[src/rtl/pipe_pkg.sv]
// Shared pipeline constants: datapath widths, write-back control bit indices and load-size encodings.
package pipe_pkg;

   localparam int DATA_W = 32;
   localparam int REG_AW = 5;

   localparam int WB_CTRL_REGWRITE = 1;
   localparam int WB_CTRL_MEMTOREG = 0;

   typedef enum logic [1:0] {
      LD_WORD = 2'b00,
      LD_HALF = 2'b01,
      LD_BYTE = 2'b10,
      LD_RSVD = 2'b11
   } ld_size_e;

   typedef struct packed {
      logic              valid;
      logic [1:0]        ctrl;
      logic [DATA_W-1:0] alu_result;
      logic [DATA_W-1:0] mem_data;
      logic [REG_AW-1:0] write_reg;
      ld_size_e          ld_size;
      logic              ld_unsigned;
   } mem_wb_t;

endpackage

[src/rtl/load_align.sv]
// Little-endian load alignment and extension; reserved size behaves as a full-word load.
module load_align
   import pipe_pkg::*;
(
   input  logic [DATA_W-1:0] raw_word,
   input  logic [1:0]        offset,
   input  ld_size_e          size,
   input  logic              is_unsigned,
   output logic [DATA_W-1:0] data_out
);

   logic [15:0]       half_sel;
   logic [7:0]        byte_sel;
   logic [DATA_W-1:0] shifted;

   // NOTE: every signal assigned here gets a default first so no path can infer a latch.
   always_comb begin
      shifted  = raw_word >> {offset, 3'b000};
      half_sel = offset[1] ? raw_word[31:16] : raw_word[15:0];
      byte_sel = shifted[7:0];
      data_out = raw_word;
      case (size)
         LD_HALF: data_out = {{16{~is_unsigned & half_sel[15]}}, half_sel};
         LD_BYTE: data_out = {{24{~is_unsigned & byte_sel[7]}}, byte_sel};
         default: data_out = raw_word;
      endcase
   end

endmodule

[src/rtl/wb_stage.sv]
// Write-back stage: MEM/WB register with stall/flush, load alignment and write-port drive.
// Optional retire counter enabled by defining WB_RETIRE_COUNT_EN.
module wb_stage
   import pipe_pkg::*;
(
   input  logic              clk,
   input  logic              reset,
   input  logic              stall,
   input  logic              flush,
   input  logic              valid_in,
   input  logic [1:0]        wb_ctrl_in,
   input  logic [DATA_W-1:0] alu_result_in,
   input  logic [DATA_W-1:0] mem_read_data,
   input  logic [REG_AW-1:0] write_reg_in,
   input  logic [1:0]        ld_size_in,
   input  logic              ld_unsigned_in,
   output logic              reg_write,
   output logic [REG_AW-1:0] mem_wb_writereg,
   output logic [DATA_W-1:0] mem_wb_writedata,
   output logic              wb_valid
`ifdef WB_RETIRE_COUNT_EN
   ,
   output logic [31:0]       retire_count
`endif
);

   mem_wb_t           mem_wb_q, mem_wb_d;
   logic [DATA_W-1:0] aligned_load;

   // Flush outranks stall; reset is applied in the register itself.
   always_comb begin
      mem_wb_d = mem_wb_q;
      if (flush) begin
         mem_wb_d = '0;
      end else if (!stall) begin
         mem_wb_d.valid       = valid_in;
         mem_wb_d.ctrl        = wb_ctrl_in;
         mem_wb_d.alu_result  = alu_result_in;
         mem_wb_d.mem_data    = mem_read_data;
         mem_wb_d.write_reg   = write_reg_in;
         mem_wb_d.ld_size     = ld_size_e'(ld_size_in);
         mem_wb_d.ld_unsigned = ld_unsigned_in;
      end
   end

   // NOTE: sequential state uses non-blocking assignments so all flops update together at the edge.
   always_ff @(posedge clk) begin
      if (reset) mem_wb_q <= '0;
      else       mem_wb_q <= mem_wb_d;
   end

   load_align u_load_align (
      .raw_word    (mem_wb_q.mem_data),
      .offset      (mem_wb_q.alu_result[1:0]),
      .size        (mem_wb_q.ld_size),
      .is_unsigned (mem_wb_q.ld_unsigned),
      .data_out    (aligned_load)
   );

   always_comb begin
      wb_valid         = mem_wb_q.valid;
      mem_wb_writereg  = mem_wb_q.write_reg;
      reg_write        = mem_wb_q.valid & mem_wb_q.ctrl[WB_CTRL_REGWRITE]
                         & (mem_wb_q.write_reg != '0);
      mem_wb_writedata = mem_wb_q.ctrl[WB_CTRL_MEMTOREG] ? aligned_load : mem_wb_q.alu_result;
   end

`ifdef WB_RETIRE_COUNT_EN
   logic [31:0] retire_q, retire_d;

   // Only edges that actually load a real instruction count; wraps naturally.
   always_comb begin
      retire_d = retire_q;
      if (!flush && !stall && valid_in) retire_d = retire_q + 32'd1;
   end

   always_ff @(posedge clk) begin
      if (reset) retire_q <= '0;
      else       retire_q <= retire_d;
   end

   assign retire_count = retire_q;
`endif

endmodule

[config.mk]
export PLATFORM = sky130hd
export DESIGN_NAME = wb_stage
export DESIGN_NICKNAME = d
export VERILOG_FILES = /design/src/rtl/pipe_pkg.sv /design/src/rtl/load_align.sv /design/src/rtl/wb_stage.sv
export SDC_FILE = /design/constraint.sdc
export NUM_CORES = 1
export LEC_CHECK = 0
export CAP_MARGIN = 20
export CORE_MARGIN = 5
export CORE_UTILIZATION = 33
export CTS_CLUSTER_DIAMETER = 120
export CTS_CLUSTER_SIZE = 40
export DETAILED_ROUTE_END_ITERATION = 8
export HOLD_SLACK_MARGIN = 0.12
export PLACE_DENSITY = 0.61
export SKIP_CTS_REPAIR_TIMING = 1
export SLEW_MARGIN = 20
export SYNTH_ARGS = -nofsm -noshare
export SYNTH_HDL_FRONTEND = slang
export SYNTH_SLANG_ARGS = --single-unit
[constraint.sdc]
create_clock -name clk -period 5.2 [get_ports clk]
set_input_delay 0.52 -clock clk [delete_from_list [all_inputs] [get_ports clk]]
set_output_delay 0.52 -clock clk [all_outputs]
set_load 0.03 [all_outputs]
==> results.py <==
metrics = {
    "yosys": {
        "syn_avg_cell_area_um2": 8.37,
        "syn_inst": 443,
        "syn-num-nets": 524,
        "synthArstFlopShare_pct": 0,
        "syn_area_um2": 3710,
        "yosys.area.top_type": "dfxtp_1",
        "ys_types": 31,
        "netlist.area_leader.share_pct": 40.5,
        "synth_seq_area_share_pct": 40.5,
        "yosysWarnings": 0,
        "netlist_top_cells_area": "dfxtp_1, mux2i_1, nor2_1",
        "ys.flop_type": "dfxtp_1",
        "synth_edf_count": 0,
        "ys_ff_latch": 75,
    },
    "grt": {
        "gr-total-overflow": 0,
        "grt_pass1_wl_mm": 17.0,
        "grt_antenna_before_repair": 0,
        "grtUsageTotal_pct": 16.0,
        "grt_pass1_vias": 3310,
        "grt_max_degree": 76,
    },
    "finish": {
        "final_area_um2": 5190,
        "n_fill_cell": 1076,
        "drive_gt1_share_pct": 6.13,
        "area.growth.synth_to_final_pct": 39.9,
        "diodes": 0,
        "finish.net_count": 614,
        "final_cells": 678,
    },
    "worst_setup_path": {
        "path_class": "register to output pin",
        "r2r-end": "mem_wb_q[41]",
        "cp-startpoint": "mem_wb_q[41]",
        "required_ps": 4680,
        "crit_fanout": 24,
        "reg2reg_from": "mem_wb_q[41]",
        "r2r_cells": 2,
        "start_kind": "register",
        "endpoint": "mem_wb_writedata[9]",
        "ff2ff_setup_slack_ps": 3920,
        "worstSetupEndpointType": "output pin",
        "critical_path_arrival_ps": 3100,
    },
    "detailed_routing": {
        "vias": 3333,
        "drt_iter0_markers": 172,
        "wl_per_cell_um": 15.7,
        "wl_mm": 10.7,
        "drc": 0,
        "via_per_inst": 4.92,
        "dr.pass1.iters": 5,
        "drtAntennaViolNets": 0,
    },
    "pwr": {
        "power.leakage_nw": 2.10,
        "pwr_density_cell_nw_per_um2": 288,
        "total_power_mw": 1.50,
        "peakVddDrop_mv": 0.129,
    },
    "sta": {
        "rsz0062_at_grt": "no",
        "fmax_ghz": 0.277,
        "setup_violations": 0,
        "finalHoldViolations": 0,
        "timing.final.crit_share_pct": 69.5,
        "slew-limit-headroom_pct": 34.7,
        "period_minus_slack_ps": 3620,
        "finClkSkew_ps": 0,
        "tightest_slew_ps": 979,
        "slew_violations": 0,
        "fin_tns_setup_ps": 0,
    },
    "cts": {
        "cts_root_buffer": "clkbuf_16",
        "cts_buffers": 9,
        "htree_levels": 3,
        "ctsLongestPathBuffers": 2,
        "cts_sinks": 75,
        "tritoncts": "built",
        "clk_latency_ps": 320,
        "clk_transition_reported_paths_ps": 60,
    },
    "worst_hold_path": {
        "worst_hold_path_type": "register to register",
    },
    "placed_design": {
        "numPortBuffers": 117,
        "gp_congestion": 0.841,
        "dpl-instance-area_um2": 4880,
        "place_hpwl_mm": 7.66,
        "dp.cells": 662,
    },
    "die": {
        "die_w_um": 116,
        "core_area_um2": 10900,
        "dieHeight_um": 116,
        "num_rows": 38,
        "start_util_pct": 33.9,
        "io_pins": 118,
        "die_area_um2": 13500,
    },
    "run": {
        "maxCapViolCount": 0,
    },
    "run_status": {
        "outcome": "finished clean",
    },
}
[metal layers]
layer | vias to the layer above | part of all wire (%) | GRT usage [%]
met2 | 112 | 45 | 24.6
li1 | 1673 | - | -
met5 | - | 0 | 0
met4 | 0 | 1.2 | 5.57
met3 | 13 | 8.5 | 5.64
met1 | 1535 | 45 | 21.0
[worst min path at each step]
stage | from | end | slack, ps | cells past startpoint
after floorplan | mem_wb_q[42] | mem_wb_q[42] | 460 | 2
after global placement | mem_wb_q[65] | mem_wb_q[65] | 470 | 2
after detailed placement | mem_wb_q[70] | mem_wb_q[70] | 480 | 2
after CTS | mem_wb_q[63] | mem_wb_q[63] | 500 | 2
after global routing | mem_wb_q[70] | mem_wb_q[70] | 510 | 2
final | mem_wb_q[63] | mem_wb_q[63] | 490 | 2
[cell usage after synthesis, drive strengths merged, types with 4 or more instances]
cell,number
o21ai,31
mux2i,77
nand3b,15
a21oi,9
nand2b,4
o211ai,6
clkbuf,20
buf,22
dfxtp,75
nor2,84
nand2,63
mux2,7
a31oi,6
nand3,6
[worst max-delay path, cell delays in order, from the launching register on]
cell and delay, ps:
dfxtp_1 910, mux2i_1 300, nor4b_1 430, nor3_2 170
a21oi_1 250, clkdlybuf4s50_1 710
[sequential cells by signal, indices dropped and copies added, names as in the netlist]
| register | count |
|---|---|
| mem_wb_q | 69 |
| wb_valid | 1 |
| mem_wb_writereg | 5 |
[power breakdown]
group,internal (mW),switching (mW)
sequential,0.594,0.0161
clock,0.399,0.244
combinational,0.126,0.116
total,1.12,0.375
[final cells by class]
type	instances	area (um^2)	share of cell area (%)
Tap cell	140	175	3.38
Inverter	3	11.3	0.217
Multi-Input combinational cell	323	1990	38.3
Clock buffer	11	253	4.87
Clock inverter	5	60.1	1.16
Timing Repair Buffer	121	1200	23.1
Sequential cell	75	1500	29.0
[stage by stage]
stage | util, % | worst slack (ps) | hold slack, ps
6_report | 47.5 | 1580 | 489
2_1_floorplan | - | 2870 | 458
5_1_grt | 47.5 | 1350 | 515
3_5_place_dp | 44.6 | 1930 | 482
3_3_place_gp | 44.6 | 2010 | 468
4_1_cts | 47.5 | 1570 | 500
[logic make-up (layout without fill, tap and decap cells)]
family	after synthesis	after routing	synth area share (%)
compound gates	58	58	9.11
simple gates	179	179	21.0
buf+inv	45	140	5.87
mux	84	84	22.9
fa+ha+maj	2	2	0.675
flops	75	75	40.5
[cell usage in the layout, fill, tap and decap left out]
cell type	synthesis	routed
nor4b_1	1	1
clkinvlp_4	0	1
clkinv_4	0	1
nand3_1	6	6
or3_1	2	2
o211ai_1	6	6
inv_6	0	1
inv_1	3	3
dfxtp_2	0	1
nor2b_4	1	1
o32ai_1	1	1
mux2_2	7	7
clkinv_2	0	1
a21oi_1	9	9
or2_2	1	1
clkbuf_16	0	9
dfxtp_1	75	74
o311a_1	1	1
nor4_1	1	1
clkbuf_8	0	2
a32o_1	1	1
o22ai_1	1	1
a31oi_1	6	6
nand2b_1	4	4
mux2i_1	77	77
a22o_1	1	1
nand2_1	63	63
o21ai_0	31	31
nor2_1	84	84
clkdlybuf4s50_1	0	116
o221a_2	1	1
bufinv_16	0	1
buf_4	5	5
ha_1	2	2
nor3_2	1	1
nand3b_1	15	15
(Power assumes the default switching activity.)
